===== config.mk =====
export PLATFORM = sky130hd
export DESIGN_NAME = seg_scan_driver
export DESIGN_NICKNAME = d
export VERILOG_FILES = /design/src/rtl/seg_pkg.sv /design/src/rtl/hex_glyph.sv /design/src/rtl/seg_scan_driver.sv
export SDC_FILE = /design/constraint.sdc
export NUM_CORES = 1
export LEC_CHECK = 0
export ABC_AREA = 1
export CAP_MARGIN = 20
export CELL_PAD_IN_SITES_DETAIL_PLACEMENT = 1
export CELL_PAD_IN_SITES_GLOBAL_PLACEMENT = 1
export CORE_MARGIN = 3
export CORE_UTILIZATION = 25
export DETAILED_ROUTE_END_ITERATION = 7
export PLACE_DENSITY_LB_ADDON = 0.3
export SYNTH_ARGS = -nofsm -noshare
export SYNTH_HDL_FRONTEND = slang
export SYNTH_HIERARCHICAL = 1
export SYNTH_SLANG_ARGS = --single-unit

===== constraint.sdc =====
create_clock -name clk -period 5.39 [get_ports clk]
set_clock_uncertainty 0.05 [all_clocks]
set_input_delay 1.078 -clock clk [delete_from_list [all_inputs] [get_ports clk]]
set_output_delay 1.078 -clock clk [all_outputs]
set_load 0.01 [all_outputs]

===== src/rtl/seg_pkg.sv =====
// rtl/seg_pkg.sv - shared glyph constants, glyph table and scan state type
package seg_pkg;

  localparam logic [6:0] SEG_OFF = 7'h7F;

  // Active-low {g,f,e,d,c,b,a}
  localparam logic [6:0] GLYPH_0 = 7'h40;
  localparam logic [6:0] GLYPH_1 = 7'h79;
  localparam logic [6:0] GLYPH_2 = 7'h24;
  localparam logic [6:0] GLYPH_3 = 7'h30;
  localparam logic [6:0] GLYPH_4 = 7'h19;
  localparam logic [6:0] GLYPH_5 = 7'h12;
  localparam logic [6:0] GLYPH_6 = 7'h02;
  localparam logic [6:0] GLYPH_7 = 7'h78;
  localparam logic [6:0] GLYPH_8 = 7'h00;
  localparam logic [6:0] GLYPH_9 = 7'h10;
  localparam logic [6:0] GLYPH_A = 7'h08;
  localparam logic [6:0] GLYPH_B = 7'h03;
  localparam logic [6:0] GLYPH_C = 7'h46;
  localparam logic [6:0] GLYPH_D = 7'h21;
  localparam logic [6:0] GLYPH_E = 7'h06;
  localparam logic [6:0] GLYPH_F = 7'h0E;

  typedef enum logic {GUARD, SHOW} scan_state_t;

  function automatic logic [6:0] glyph(input logic [3:0] v);
    case (v)
      4'h0:    glyph = GLYPH_0;
      4'h1:    glyph = GLYPH_1;
      4'h2:    glyph = GLYPH_2;
      4'h3:    glyph = GLYPH_3;
      4'h4:    glyph = GLYPH_4;
      4'h5:    glyph = GLYPH_5;
      4'h6:    glyph = GLYPH_6;
      4'h7:    glyph = GLYPH_7;
      4'h8:    glyph = GLYPH_8;
      4'h9:    glyph = GLYPH_9;
      4'hA:    glyph = GLYPH_A;
      4'hB:    glyph = GLYPH_B;
      4'hC:    glyph = GLYPH_C;
      4'hD:    glyph = GLYPH_D;
      4'hE:    glyph = GLYPH_E;
      default: glyph = GLYPH_F;
    endcase
  endfunction

endpackage


===== src/rtl/hex_glyph.sv =====
// rtl/hex_glyph.sv - combinational hex nibble to active-low segment decoder
module hex_glyph
  import seg_pkg::*;
(
  input  logic [3:0] value_i,
  output logic [6:0] seg_o
);

  assign seg_o = glyph(value_i);

endmodule


===== src/rtl/seg_scan_driver.sv =====
// rtl/seg_scan_driver.sv - double-buffered, guard-interval multiplexed seven-segment scanner
module seg_scan_driver
  import seg_pkg::*;
#(
  parameter int NUM_DIGITS     = 4,
  parameter int REFRESH_CYCLES = 100000,
  parameter int GUARD_CYCLES   = 16
) (
  input  logic                    clk,
  input  logic                    reset,
  input  logic                    load,
  input  logic [4*NUM_DIGITS-1:0] digits_in,
  input  logic [NUM_DIGITS-1:0]   dp_in,
  input  logic [NUM_DIGITS-1:0]   blank_in,
  input  logic                    lzs_en,
  output logic [NUM_DIGITS-1:0]   an,
  output logic [6:0]              seg,
  output logic                    dp,
  output logic                    frame_start
);

  localparam int CW = $clog2(REFRESH_CYCLES);
  localparam int IW = (NUM_DIGITS > 1) ? $clog2(NUM_DIGITS) : 1;

  logic [CW-1:0]           cnt_q;
  logic [IW-1:0]           idx_q;
  logic [4*NUM_DIGITS-1:0] shd_dig_q, act_dig_q, act_dig_d;
  logic [NUM_DIGITS-1:0]   shd_dp_q, act_dp_q, act_dp_d;
  logic [NUM_DIGITS-1:0]   shd_blank_q, act_blank_q, act_blank_d;
  logic [NUM_DIGITS-1:0]   sup, an_sel;
  logic                    higher_clear;
  logic                    frame_edge, slot_end, in_guard;
  logic [3:0]              cur_dig;
  logic                    cur_dp, cur_blank, cur_sup;
  logic [6:0]              cur_glyph;
  scan_state_t             state_q, state_d;

  assign frame_edge = (cnt_q == '0) && (idx_q == '0);
  assign slot_end   = (cnt_q == CW'(REFRESH_CYCLES - 1));
  assign in_guard   = int'(cnt_q) < GUARD_CYCLES;

  always_ff @(posedge clk) begin
    if (reset) begin
      cnt_q       <= '0;
      idx_q       <= '0;
      shd_dig_q   <= '0;
      shd_dp_q    <= '0;
      shd_blank_q <= '0;
      act_dig_q   <= '0;
      act_dp_q    <= '0;
      act_blank_q <= '0;
    end else begin
      if (load) begin
        shd_dig_q   <= digits_in;
        shd_dp_q    <= dp_in;
        shd_blank_q <= blank_in;
      end
      act_dig_q   <= act_dig_d;
      act_dp_q    <= act_dp_d;
      act_blank_q <= act_blank_d;
      cnt_q       <= slot_end ? '0 : cnt_q + 1'b1;
      if (slot_end) begin
        idx_q <= (idx_q == IW'(NUM_DIGITS - 1)) ? '0 : idx_q + 1'b1;
      end
    end
  end

  // Display the frame-boundary copy on the same edge it is taken, so slot 0 is never stale
  always_comb begin
    act_dig_d   = frame_edge ? shd_dig_q   : act_dig_q;
    act_dp_d    = frame_edge ? shd_dp_q    : act_dp_q;
    act_blank_d = frame_edge ? shd_blank_q : act_blank_q;
  end

  always_comb begin
    higher_clear = 1'b1;
    sup          = '0;
    for (int k = NUM_DIGITS - 1; k >= 0; k--) begin
      sup[k] = lzs_en && (k != 0) && higher_clear && (act_dig_d[4*k +: 4] == 4'h0);
      higher_clear = higher_clear && ((act_dig_d[4*k +: 4] == 4'h0) || act_blank_d[k]);
    end
  end

  always_comb begin
    cur_dig   = '0;
    cur_dp    = 1'b0;
    cur_blank = 1'b0;
    cur_sup   = 1'b0;
    an_sel    = '1;
    for (int k = 0; k < NUM_DIGITS; k++) begin
      if (idx_q == IW'(k)) begin
        cur_dig   = act_dig_d[4*k +: 4];
        cur_dp    = act_dp_d[k];
        cur_blank = act_blank_d[k];
        cur_sup   = sup[k];
        an_sel[k] = 1'b0;
      end
    end
  end

  hex_glyph u_glyph (
    .value_i (cur_dig),
    .seg_o   (cur_glyph)
  );

  always_comb begin
    state_d = state_q;
    case (state_q)
      GUARD:   if (!in_guard) state_d = SHOW;
      default: if (in_guard)  state_d = GUARD;
    endcase
  end

  always_ff @(posedge clk) begin
    if (reset) begin
      state_q     <= GUARD;
      an          <= '1;
      seg         <= SEG_OFF;
      dp          <= 1'b1;
      frame_start <= 1'b0;
    end else begin
      state_q     <= state_d;
      frame_start <= frame_edge;
      case (state_d)
        GUARD: begin
          an  <= '1;
          seg <= SEG_OFF;
          dp  <= 1'b1;
        end
        default: begin
          an  <= an_sel;
          seg <= (cur_blank || cur_sup) ? SEG_OFF : cur_glyph;
          dp  <= cur_blank ? 1'b1 : ~cur_dp;
        end
      endcase
    end
  end

endmodule


==> flow_summary.ini <==
[outcome]
run_status = finished clean

[synthesis]
avgSynthCellArea_um2 = 7.29
post_synth_most_frequent_cells = sky130_fd_sc_hd__nand2_1 (103), sky130_fd_sc_hd__dfxtp_1 (80), sky130_fd_sc_hd__nor2_1 (69)
dominantRegCellSynth = sky130_fd_sc_hd__dfxtp_1
ranking_of_synthesized_cells_by_area = sky130_fd_sc_hd__dfxtp_1 (43%), sky130_fd_sc_hd__nand2_1 (10%), sky130_fd_sc_hd__nor2_1 (7.0%), sky130_fd_sc_hd__nand3_1 (6.1%), sky130_fd_sc_hd__inv_1 (5.1%)
synth_largest_type_area_fraction = 0.433
post-synth-top-count-cell = sky130_fd_sc_hd__nand2_1
netlist.top_cell.by_area = sky130_fd_sc_hd__dfxtp_1
synth-seq-cells = 80
yosys_warnings = 6
synth-edff-count = 0
synth_nets = 549
sequential_to_total_area_share_from_yosys_stat = 0.433
synthCells = 508
synth_area_um2 = 3700
async_flop_share = 0
synthDistinctLibCells = 37

[clock_tree]
numClockSinks = 80
max-clock-path-buffers = 2
clk-insertion-delay-late_ns = 0.35
cts_hold_repair.buffers = 0
worst_setup_hold_path_clk_slew_ns = 0.06
ctsRootBufferMaster = sky130_fd_sc_hd__clkbuf_16
post_cts.repair.setup_buffers = 0
clock_tree.htree_level_count = 3
cts_tree = done
cts-resized-gates = 0
number_of_buffers_inserted_during_clock_tree_synthesis = 9

[routing]
detailedRoute.firstPassIterationCount = 4
vias_per_cell = 4.49
route.vias.total = 3261
wl_mm = 9.63
wl_per_cell_um = 13.3
drt-initial-drc-count = 143
antenna_left = 0
post-route-drc-count = 0

[power]
leakage_component_of_the_power_uw = 0.00189
ir_drop_uv = 171
powerDensity_nw_per_um2 = 328

[grt]
via_count_of_the_first_global_routing_pass = 3477
grt.overflow.total = 0
global_route.usage.total = 0.126
grt_pass1_wl_mm = 16.4
grt_antenna_before_repair = 0
grt_start_max_net_pins = 31

[placement]
gpl.final_weighted_congestion = 0.813
preCtsSetupSlack_ns = 1.82
place.detailed.hpwl_mm = 7.19
port_buffers = 40

[floorplanning]
initial_utilization = 0.261
core_um2 = 14200
ioPinCount = 41
die_height_um = 128
fp.dieArea_um2 = 16300
fp.dieW_um = 128
rows = 43

[timing]
finalWorstPathRequiredPeriod_ns = 3.45
final.hold.worst_slack_ns = 0.416
finalSetupTns_ns = 0
fin_crit_sh = 0.639
final-max-slew-violation-count = 0
finalWorstSetupSlack_ns = 1.94
unrepaired_setup_endpoints_after_global_routing = false
finalHoldViolations = 0
worst-slew-pin-transition_ns = 0.686
max_freq_ghz = 0.290
final-setup-viol-count = 0
timing.slew.headroom = 0.538

[final_layout]
count_of_nets_after_finishing = 583
layout_cells_sized_above_1 = 0.0879
antennaDiodeCount = 0
utilization = 0.322
area_growth_pct = 23.4

[worst_setup_path]
cpMaxStageDelayCell = sky130_fd_sc_hd__ha_1
worstSetupPathDepth = 19
critical_path_peak_fanout = 30
worst_path_most_repeated_cell = sky130_fd_sc_hd__nand2_1
end_kind = register
slowest_delay_ns = 0.37
path_buf_inv = 4
required_ns = 5.57
cp-start-kind = register
classification_of_the_worst_setup_path = register to register
cp_cell_sequence = inv_1, ha_1, nand3_1, nor2_4, nand2_4, inv_2, nand2_1, nand2_1, nand2_1, nand3_1, o211ai_1, o21ai_0, inv_1, ha_1, nand2_1, nand3_1, nand2_1, inv_1, nand3_1
critical-path-top-delay-family = simple AND/OR/NAND/NOR gates
worstPathArrival_ns = 3.62
r2r.worst_path.cells = 19

[min_path]
min_path_type = register to register
hold_depth = 2

[run]
maxCapViolCount = 0
[cell families after synthesis]
group                      share of synthesized area
and+or+nand+nor                                0.309
adders and majority gates                     0.0439
DFF                                            0.433
xor gates and xnor gates                     0.00473
AOI/OAI and AO/OA                              0.119
buffers and inverters                         0.0882
muxes                                        0.00270
[tightest hold or removal path, delay by kind of cell, from the launching register on]
family,cells,cell delay (ns)
and+or+nand+nor,1,0.06
AOI/OAI and AO/OA,1,0.05
DFF,1,0.30
[per-layer routing]
layer | vias to the layer above | GRT usage | routed length [µm]
met3 | 10 | 0.0425 | 433
met2 | 41 | 0.210 | 4370
met4 | 0 | 0.0362 | 135
met5 | - | 0 | 0
li1 | 1693 | - | -
met1 | 1517 | 0.155 | 4690
[path summary, 6_finish.rpt]
path / startpoint / slack, ns / endpoint
min reg2reg: act_blank_q[0] / 0.42 / act_blank_q[0]
min: act_blank_q[0] / 0.42 / act_blank_q[0]
max reg2reg: idx_q[0] / 1.94 / seg[3]
max: idx_q[0] / 1.94 / seg[3]
[metrics by stage]
stage,cell area (µm²),cells,power [µW]
2_1_floorplan,3700,508,768
3_3_place_gp,4230,710,814
3_5_place_dp,4230,710,818
4_1_cts,4560,725,1520
5_1_grt,4570,726,1570
6_report,4570,726,1500
[registers in the layout (all words and copies together), names as in the netlist]
signal,flops
cnt_q,17
act_dig_q,16
shd_dig_q,16
seg,7
act_blank_q,4
act_dp_q,4
an,4
shd_blank_q,4
shd_dp_q,4
idx_q,2
dp,1
frame_start,1
[power by group]
| group | total, µW | switching (µW) | internal [µW] |
|---|---|---|---|
| clock network | 695 | 246 | 449 |
| registers | 628 | 11.0 | 617 |
| logic | 175 | 111 | 64.6 |
[area by class of cell]
class	count	area [µm²]
Sequential cell	80	1600
Tap cell	180	225
Inverter	56	210
Clock inverter	6	109
Multi-Input combinational cell	352	1770
Fill cell	1755	9640
Timing Repair Buffer	43	423
Clock buffer	9	225
[placed cells by master (no fill, tap or decap), drive strengths merged]
master         instances
or2                    2
a31oi                  1
a21oi                 33
nor3b                  3
a211oi                 1
clkbuf                10
nor2                  79
nor4                   1
mux2i                  1
nand3                 46
o21a                   1
buf                    2
nand2                113
nor3                   5
ha                    13
a22oi                  1
o21bai                 1
clkinv                 6
bufinv                 3
dfxtp                 80
o21ai                 40
nand4                  5
o211ai                 3
inv                   53
a2111oi                1
clkdlybuf4s50         40
xor2                   2
Power figures use the tool's default switching activity.
